**config.mk**
```make
export PLATFORM = sky130hd
export DESIGN_NAME = hazard_stall_ctrl_flat
export DESIGN_NICKNAME = d
export VERILOG_FILES = /design/src/rtl/hazard_pkg.sv /design/src/rtl/hazard_stall_ctrl_if.sv /design/src/rtl/hazard_stall_ctrl_load_use_detect.sv /design/src/rtl/hazard_stall_ctrl.sv /design/src/flat_wrapper.sv
export SDC_FILE = /design/constraint.sdc
export NUM_CORES = 1
export LEC_CHECK = 0
export ABC_CLOCK_PERIOD_IN_PS = 4600
export CORE_MARGIN = 5
export CORE_UTILIZATION = 50
export DETAILED_ROUTE_END_ITERATION = 12
export PLACE_DENSITY_LB_ADDON = 0.08
export SETUP_SLACK_MARGIN = 0.02
export SLEW_MARGIN = 10
export SYNTH_ARGS = -nofsm -noshare
export SYNTH_HDL_FRONTEND = slang
export SYNTH_SLANG_ARGS = --single-unit
```
**constraint.sdc**
```tcl
create_clock -name clk -period 4.6 [get_ports clk]
set_input_delay 0.46 -clock clk [delete_from_list [all_inputs] [get_ports clk]]
set_output_delay 0.46 -clock clk [all_outputs]
set_load 0.01 [all_outputs]
```
**src/rtl/hazard_pkg.sv**
```systemverilog
// Shared types and constants for the pipeline hazard/stall controller.
package hazard_pkg;

  // Controller FSM: normal issue, or holding the front end behind an MDU op in EX.
  typedef enum logic {
    RUN = 1'b0,
    MDU = 1'b1
  } state_t;

  // Register $zero never carries a real dependency.
  localparam logic [4:0] REG_ZERO = 5'd0;

  // Default total EX residency of a multiply/divide op, in cycles.
  localparam int MDU_LATENCY_DEFAULT = 4;

endpackage

```
**src/rtl/hazard_stall_ctrl_if.sv**
```systemverilog
// Pipeline-side hazard inputs and controller-side sequencing outputs.
// The pipeline is the master (drives ID/EX fields); the controller is the slave.
interface hazard_stall_ctrl_if #(
  parameter int PERF_W = 16
);
  logic [4:0]        id_rs;
  logic [4:0]        id_rt;
  logic              id_uses_rs;
  logic              id_uses_rt;
  logic              id_branch_taken;
  logic              ex_mem_read;
  logic [4:0]        ex_rt;
  logic              ex_is_mdu;
  logic              pc_write;
  logic              ifid_write;
  logic              ifid_flush;
  logic              idex_write;
  logic              idex_bubble;
  logic              exmem_bubble;
  logic              mdu_busy;
  logic              mdu_done;
  logic [PERF_W-1:0] stall_cycles;
  logic [PERF_W-1:0] flush_count;

  modport master (
    output id_rs, id_rt, id_uses_rs, id_uses_rt, id_branch_taken,
           ex_mem_read, ex_rt, ex_is_mdu,
    input  pc_write, ifid_write, ifid_flush, idex_write, idex_bubble,
           exmem_bubble, mdu_busy, mdu_done, stall_cycles, flush_count
  );

  modport slave (
    input  id_rs, id_rt, id_uses_rs, id_uses_rt, id_branch_taken,
           ex_mem_read, ex_rt, ex_is_mdu,
    output pc_write, ifid_write, ifid_flush, idex_write, idex_bubble,
           exmem_bubble, mdu_busy, mdu_done, stall_cycles, flush_count
  );
endinterface

```
**src/rtl/hazard_stall_ctrl_load_use_detect.sv**
```systemverilog
// Combinational load-use hazard detector: the load in EX writes a register
// that the instruction in ID reads, so ID must wait one cycle for the data.
module load_use_detect
  import hazard_pkg::*;
(
  input  logic [4:0] id_rs,
  input  logic [4:0] id_rt,
  input  logic       id_uses_rs,
  input  logic       id_uses_rt,
  input  logic       ex_mem_read,
  input  logic [4:0] ex_rt,
  output logic       hit
);

  logic rs_match;
  logic rt_match;

  assign rs_match = id_uses_rs && (id_rs == ex_rt);
  assign rt_match = id_uses_rt && (id_rt == ex_rt);
  assign hit      = ex_mem_read && (ex_rt != REG_ZERO) && (rs_match || rt_match);

endmodule

```
**src/rtl/hazard_stall_ctrl.sv**
```systemverilog
// Central hazard/stall controller: MDU freeze FSM, load-use bubble, branch
// flush, and saturating stall/flush performance counters.
module hazard_stall_ctrl
  import hazard_pkg::*;
#(
  parameter int MDU_LATENCY = MDU_LATENCY_DEFAULT,
  parameter int CNT_W       = 4,
  parameter int PERF_W      = 16
) (
  input logic           clk,
  input logic           rst,
  hazard_stall_ctrl_if.slave bus
);

  // Residency counter value on entry: the entry cycle and the exit cycle are
  // not counted, leaving MDU_LATENCY-2 further stall cycles in the MDU state.
  localparam logic [CNT_W-1:0] CNT_INIT = CNT_W'(MDU_LATENCY - 2);

  state_t            state;
  state_t            state_nxt;
  logic [CNT_W-1:0]  cnt;
  logic [CNT_W-1:0]  cnt_nxt;
  logic              mdu_stall;
  logic              mdu_exit;
  logic              load_use_hit;
  logic [PERF_W-1:0] stall_cycles;
  logic [PERF_W-1:0] flush_count;

  function automatic logic [PERF_W-1:0] sat_inc(input logic [PERF_W-1:0] v);
    return (&v) ? v : v + 1'b1;
  endfunction

  load_use_detect u_load_use_detect (
    .id_rs       (bus.id_rs),
    .id_rt       (bus.id_rt),
    .id_uses_rs  (bus.id_uses_rs),
    .id_uses_rt  (bus.id_uses_rt),
    .ex_mem_read (bus.ex_mem_read),
    .ex_rt       (bus.ex_rt),
    .hit         (load_use_hit)
  );

  // State and residency counter; reset aborts any MDU op in flight.
  always_ff @(posedge clk or posedge rst) begin
    if (rst) begin
      state <= RUN;
      cnt   <= '0;
    end else begin
      state <= state_nxt;
      cnt   <= cnt_nxt;
    end
  end

  // FSM next state: enter on an MDU op in EX, count down, exit with done.
  always_comb begin
    state_nxt = state;
    cnt_nxt   = cnt;
    mdu_stall = 1'b0;
    mdu_exit  = 1'b0;
    case (state)
      RUN: begin
        if (bus.ex_is_mdu) begin
          mdu_stall = 1'b1;
          state_nxt = MDU;
          cnt_nxt   = CNT_INIT;
        end
      end
      MDU: begin
        if (cnt != '0) begin
          mdu_stall = 1'b1;
          cnt_nxt   = cnt - 1'b1;
        end else begin
          mdu_exit  = 1'b1;
          state_nxt = RUN;
        end
      end
      default: state_nxt = RUN;
    endcase
  end

  // Priority output decode: MDU stall, then load-use, then branch flush.
  always_comb begin
    bus.pc_write     = 1'b1;
    bus.ifid_write   = 1'b1;
    bus.ifid_flush   = 1'b0;
    bus.idex_write   = 1'b1;
    bus.idex_bubble  = 1'b0;
    bus.exmem_bubble = 1'b0;
    bus.mdu_busy     = (state == MDU);
    bus.mdu_done     = mdu_exit;
    if (rst) begin
      bus.pc_write   = 1'b0;
      bus.ifid_write = 1'b0;
      bus.idex_write = 1'b0;
      bus.mdu_busy   = 1'b0;
      bus.mdu_done   = 1'b0;
    end else if (mdu_stall) begin
      bus.pc_write     = 1'b0;
      bus.ifid_write   = 1'b0;
      bus.idex_write   = 1'b0;
      bus.exmem_bubble = 1'b1;
    end else if (load_use_hit) begin
      bus.pc_write    = 1'b0;
      bus.ifid_write  = 1'b0;
      bus.idex_bubble = 1'b1;
    end else if (bus.id_branch_taken) begin
      bus.ifid_flush = 1'b1;
    end
  end

  // Saturating performance counters for front-end stall and flush cycles.
  always_ff @(posedge clk or posedge rst) begin
    if (rst) begin
      stall_cycles <= '0;
      flush_count  <= '0;
    end else begin
      if (!bus.pc_write)  stall_cycles <= sat_inc(stall_cycles);
      if (bus.ifid_flush) flush_count  <= sat_inc(flush_count);
    end
  end

  assign bus.stall_cycles = stall_cycles;
  assign bus.flush_count  = flush_count;

endmodule

```
**src/flat_wrapper.sv**
```systemverilog
// flat-port wrapper written by rule: the top's interface ports become plain ports
module hazard_stall_ctrl_flat import hazard_pkg::*;
#(
  parameter int MDU_LATENCY = MDU_LATENCY_DEFAULT,
  parameter int CNT_W       = 4,
  parameter int PERF_W      = 16
)
  (clk, rst, bus_id_rs, bus_id_rt, bus_id_uses_rs, bus_id_uses_rt, bus_id_branch_taken, bus_ex_mem_read, bus_ex_rt, bus_ex_is_mdu, bus_pc_write, bus_ifid_write, bus_ifid_flush, bus_idex_write, bus_idex_bubble, bus_exmem_bubble, bus_mdu_busy, bus_mdu_done, bus_stall_cycles, bus_flush_count);
  hazard_stall_ctrl_if #(.PERF_W(PERF_W)) bus_i ();
  input logic clk;
  input logic rst;
  input wire logic [$bits(bus_i.id_rs)-1:0] bus_id_rs;
  input wire logic [$bits(bus_i.id_rt)-1:0] bus_id_rt;
  input wire logic [$bits(bus_i.id_uses_rs)-1:0] bus_id_uses_rs;
  input wire logic [$bits(bus_i.id_uses_rt)-1:0] bus_id_uses_rt;
  input wire logic [$bits(bus_i.id_branch_taken)-1:0] bus_id_branch_taken;
  input wire logic [$bits(bus_i.ex_mem_read)-1:0] bus_ex_mem_read;
  input wire logic [$bits(bus_i.ex_rt)-1:0] bus_ex_rt;
  input wire logic [$bits(bus_i.ex_is_mdu)-1:0] bus_ex_is_mdu;
  output wire logic [$bits(bus_i.pc_write)-1:0] bus_pc_write;
  output wire logic [$bits(bus_i.ifid_write)-1:0] bus_ifid_write;
  output wire logic [$bits(bus_i.ifid_flush)-1:0] bus_ifid_flush;
  output wire logic [$bits(bus_i.idex_write)-1:0] bus_idex_write;
  output wire logic [$bits(bus_i.idex_bubble)-1:0] bus_idex_bubble;
  output wire logic [$bits(bus_i.exmem_bubble)-1:0] bus_exmem_bubble;
  output wire logic [$bits(bus_i.mdu_busy)-1:0] bus_mdu_busy;
  output wire logic [$bits(bus_i.mdu_done)-1:0] bus_mdu_done;
  output wire logic [$bits(bus_i.stall_cycles)-1:0] bus_stall_cycles;
  output wire logic [$bits(bus_i.flush_count)-1:0] bus_flush_count;
  assign bus_i.id_rs = bus_id_rs;
  assign bus_i.id_rt = bus_id_rt;
  assign bus_i.id_uses_rs = bus_id_uses_rs;
  assign bus_i.id_uses_rt = bus_id_uses_rt;
  assign bus_i.id_branch_taken = bus_id_branch_taken;
  assign bus_i.ex_mem_read = bus_ex_mem_read;
  assign bus_i.ex_rt = bus_ex_rt;
  assign bus_i.ex_is_mdu = bus_ex_is_mdu;
  assign bus_pc_write = bus_i.pc_write;
  assign bus_ifid_write = bus_i.ifid_write;
  assign bus_ifid_flush = bus_i.ifid_flush;
  assign bus_idex_write = bus_i.idex_write;
  assign bus_idex_bubble = bus_i.idex_bubble;
  assign bus_exmem_bubble = bus_i.exmem_bubble;
  assign bus_mdu_busy = bus_i.mdu_busy;
  assign bus_mdu_done = bus_i.mdu_done;
  assign bus_stall_cycles = bus_i.stall_cycles;
  assign bus_flush_count = bus_i.flush_count;
  hazard_stall_ctrl #(.MDU_LATENCY(MDU_LATENCY), .CNT_W(CNT_W), .PERF_W(PERF_W)) u_core (.clk(clk), .rst(rst), .bus(bus_i));
endmodule
```
# Word-level counts from Yosys, hierarchy flattened
# Index checks and enable logic that the tools add are counted.
[classes] eq_ne=4 reduce_logical=12 bitwise_logic=4 addsub=3 muxes=24
[op_table] cell="adder 16 x 1 -> 16 bit (second input constant)" n=2
[op_table] cell="AND reduction 16 bit" n=2
[op_table] cell="two-way mux 1 bit" n=20
[op_table] cell="equality test 5 bit" n=2
[op_table] cell="two-way mux 4 bit" n=2
[op_table] cell="one-hot mux 4 bit (2 select lines)" n=1
[op_table] cell="AND reduction 2 bit" n=3
[op_table] cell="nonzero test 5 bit" n=1
[op_table] cell="logical AND 1 bit" n=4
[op_table] cell="inequality test 2 bit (second input constant)" n=2
[op_table] cell="NOT 1 bit" n=4
[op_table] cell="nonzero test 4 bit" n=1
[op_table] cell="subtractor 4 x 1 -> 4 bit (second input constant)" n=1
[op_table] cell="one-hot mux 1 bit (2 select lines)" n=1
[op_table] cell="logical OR 1 bit" n=1
[word_totals] ff_bits=37

# Longest topological paths before layout
[depth] depth_word=9 ltp_mapped=9

# Modules after synthesis
# From an unflattened synthesis, not the netlist that was laid out.
[unflattened] hier_cells=191 hier_area_um2=1955.6
[by_module_without_submodules] module="hazard_stall_ctrl" seq_area_each_um2=925.9 area_each_um2=1821.7 n_inst=1 cells_per_inst=174
[by_module_without_submodules] module="load_use_detect" seq_area_each_um2=0.0 area_each_um2=133.9 n_inst=1 cells_per_inst=17

# Worst setup path before layout
# OpenSTA, ideal clock, no wires.
[synth_timing] kind="input port to flip-flop" startpoint="input rst" endpoint="register u_core.flush_count[4] (netlist: u_core.bus.flush_count[4])" arrival_ns=2.462 setup_slack_ns=2.011 path_stages=7 cell_sequence="inv_1 -> o21ai_2 -> a311o_1 -> a21oi_4 -> buf_6 -> nand4_1 -> xnor2_1"
[synth_via] elab_chain_len=2
[synth_rtl] element="start: declaration" line="flat_wrapper.sv:11" text="input logic rst;"
[synth_rtl] element="two-way mux 1 bit" line="hazard_stall_ctrl.sv:91" text="if (rst) begin"
[synth_rtl] element="AND reduction 2 bit (no source line)"
[synth_rtl] element="end signal: assignment" line="hazard_stall_ctrl.sv:118" text="if (bus.ifid_flush) flush_count <= sat_inc(flush_count);"
[synth_rtl] element="end: declaration" line="hazard_stall_ctrl.sv:27" text="logic [PERF_W-1:0] flush_count;"
# Every way passes these cells.
# A chain may end at the register's enable or synchronous reset.

# Worst setup path in the final report
[layout_timing] startpoint="input bus_ex_rt[1]" endpoint="output bus_ifid_flush"
[layout_via] elab_chain_len=7 elab_cells_between_ends=11 classes_between="2 x eq/ne; 3 x mux; 6 x reduce/logical"
[layout_rtl] element="start: declaration" line="flat_wrapper.sv:18" text="input wire logic [$bits(bus_i.ex_rt)-1:0] bus_ex_rt;"
[layout_rtl] element="equality test 5 bit (on tied branches)" line="hazard_stall_ctrl_load_use_detect.sv:18, hazard_stall_ctrl_load_use_detect.sv:19"
[layout_rtl] element="logical AND 1 bit (on tied branches)" line="hazard_stall_ctrl_load_use_detect.sv:18, hazard_stall_ctrl_load_use_detect.sv:19"
[layout_rtl] element="logical OR 1 bit" line="hazard_stall_ctrl_load_use_detect.sv:20" text="assign hit = ex_mem_read && (ex_rt != REG_ZERO) && (rs_match || rt_match);"
[layout_rtl] element="logical AND 1 bit *" line="hazard_stall_ctrl_load_use_detect.sv:20"
[layout_rtl] element="two-way mux 1 bit *" line="hazard_stall_ctrl.sv:102" text="end else if (load_use_hit) begin"
[layout_rtl] element="two-way mux 1 bit *" line="hazard_stall_ctrl.sv:97" text="end else if (mdu_stall) begin"
[layout_rtl] element="two-way mux 1 bit *" line="hazard_stall_ctrl.sv:91"
[layout_rtl] element="end: declaration" line="flat_wrapper.sv:22" text="output wire logic [$bits(bus_i.ifid_flush)-1:0] bus_ifid_flush;"
# Every way passes the cells marked *; elsewhere a longest branch is shown, timed or not.

==> results.toml <==
[clocking]
clk_latency_ns = 0.29
postCtsHoldBufs = 0
path_clk_slew_ns = 0.08
clock_sinks = 37
h-tree-depth = 2
cts_tree = "yes"
root_buffer = "clkbuf_8"
clockBufferDepth = 2
cts.repair.resized = 0
cts_setup_buffers = 0
cts_made_buffers = 5

[power]
power-per-cell-area_mw_per_mm2 = 445.7
p_leak_nw = 1.120
peakVddDrop_mv = 0.3136
fin_total_pwr_mw = 1.233

[yosys]
syn_nets = 215
synthSimpleGateAreaFrac_pct = 22.61
synth-adder-area-share_pct = 1.889
synth_xor_area_share_pct = 15.87
synth.avg_cell_area_um2 = 10.46
ys.flop_type = "dfrtp_1"
ys_ff_latch = 37
synthMuxAreaShare_pct = 2.267
synth-compound-area-share_pct = 7.683
synth.top_cell.area_share_pct = 46.60
synth-async-reset-ratio_pct = 100.0
synth_top_family_by_area = "simple AND/OR/NAND/NOR gates"
synth_edf_count = 0
synth_cell_types = 39
synthCells = 190
syn-cell-area_mm2 = 0.001987
yosysSeqAreaShare_pct = 46.60
yosysTopAreaCell = "dfrtp_1"
synth.area.top_cells = "dfrtp_1 47%, xnor2_1 15%, nand4_1 4.4%, nand3_1 3.0%, nand2_1 2.8%"
yosysWarnings = 0

[finish]
final_common_cell = "clkdlybuf4s50_1"
antenna_cells = 0
nNetsFinal = 280
utilization_pct = 70.68
final_cell_mix = "61 x clkdlybuf4s50_1, 37 x dfrtp_1, 33 x xnor2_1"
drive_above_1_share_pct = 7.422
syn_to_final_growth_pct = 39.23
fin_cells = 306

[timing]
clock_skew_ns = 0.008452
rsz0062_at_grt = "no"
fin_crit_sh_pct = 68.58
worst_pin_slew_ns = 0.9883
finalCriticalPeriod_ns = 3.155
hold_violations = 0
slew_headroom_pct = 33.72
slew_viol_final = 0
setup_viol = 0
fin_tns_setup_ns = 0
max_freq_mhz = 317.0

[worst_setup_path]
cp-startpoint = "bus_ex_rt[1]"
cp_common_cell = "clkdlybuf4s50_1"
startpoint_type = "input port"
reg2reg_depth = 6
cp_slowest_cell = "or4_1"
r2r_slack_ns = 2.02
critPathArrivalTime_ns = 2.69
crit_cells = 6
worstPathMaxFanout = 9
worstPathRequired_ns = 4.14
crit_buf_inv = 2
end_kind = "output pin"
cpPeakStageDelay_ns = 0.56
r2r_start = "u_core.bus.stall_cycles[0]"
path_class = "in -> out"
crit_chain = "clkdlybuf4s50_1, or4_1, o21a_1, a21oi_4, and2_1, clkdlybuf4s50_1"
critPathTopFamily = "buffers and inverters"

[floorplanning]
fp.dieW_um = 73.04
initial_core_util_pct = 50.77
die_area_mm2 = 0.005335
core_area_mm2 = 0.003914
io_pins = 62
die_h_um = 73.04
num_rows = 23

[status]
status = "finished, final reports clean"

[drt]
ant_nets = 0
wl_um = 4380
drcViolationCount = 0
wl_per_cell_um = 14.31
firstDrtPassIters = 4
vias_per_cell = 5.369
via_count = 1643
drt-initial-drc-count = 112

[global_route]
antenna_found_initial = 0
track_usage_pct = 17.31
grt_max_degree = 38
grt_pass1_wl_um = 7169
grt_overflow_total = 0
grt_pass1_vias = 1564

[place]
dpl.cell_count = 298
portBuffers = 61
hpwl_um = 3301
gp_congestion = 0.8151

[hold_path]
min_from = "u_core.bus.stall_cycles[8]"
min_path_cells = 1
hp-class = "reg -> reg"

[job]
maxCapViolations = 0
==> kinds of logic (layout without fill, tap and decap cells) <==
family	after synthesis	after routing
simple gates	80	80
compound gates	19	19
buf+inv	11	77
xor+xnor	36	36
fa+ha+maj	3	3
flops	37	37
mux	4	4
==> layout make-up <==
class                   count  area, um^2
fillers                   340        1147
multi-input cells         142       999.7
repair buffers             62       618.1
clock inverters             3       65.06
inverters                   7       26.28
clock buffers               5       68.82
flip-flops and latches     37       925.9
well taps                  50       62.56
==> synth_stat cells, types with 2 or more instances <==
cell      count
dfrtp_1      37
xnor2_1      33
nand2_1      15
nand4_1      14
nand3_1      12
and3_1        8
nor2_1        8
inv_1         7
o21ai_0       5
mux2_2        4
nor2b_1       4
nor3_1        4
a31oi_1       3
ha_1          3
nand2b_1      3
xor2_1        3
a21oi_4       2
and4_1        2
buf_6         2
nand4b_1      2
==> where the power goes <==
group | internal [mW] | switching (mW)
Clock | 0.215 | 0.118
Sequential | 0.396 | 0.0879
Combinational | 0.235 | 0.181
Total | 0.846 | 0.387
==> final timing paths <==
| path | endpoint |
|---|---|
| max in group asynchronous | u_core.bus.flush_count[0] |
| hold / removal | u_core.bus.stall_cycles[8] |
| setup / recovery | bus_ifid_flush |
| hold reg to reg | u_core.bus.stall_cycles[8] |
| setup reg to reg | u_core.bus.stall_cycles[1] |
| min in group asynchronous | u_core.cnt[3] |
==> per-layer routing <==
layer	part of all wire (%)	track usage [%]	routed length, um	vias up
li1	-	-	-	808
met1	43	22.11	1885	774
met2	47	27.41	2044	56
met3	9.1	6.887	398	5
met4	1.2	4.303	51	0
met5	0	0	0	-
==> through the flow <==
stage | cell area (um^2) | setup WS [ns] | hold slack [ns]
finish | 2766 | 1.445 | 0.4923
global route | 2766 | 1.336 | 0.5233
CTS | 2766 | 1.443 | 0.5008
detailed placement | 2633 | 1.461 | 0.4897
global placement | 2633 | 1.458 | 0.4785
floorplan | 1987 | 2.011 | 0.4993
==> registers in the layout, summed over array words and instances, names as in the netlist <==
signal	cells
u_core.bus.flush_count	16
u_core.bus.stall_cycles	16
u_core.cnt	4
u_core.state	1
Power figures use the tool's default switching activity.
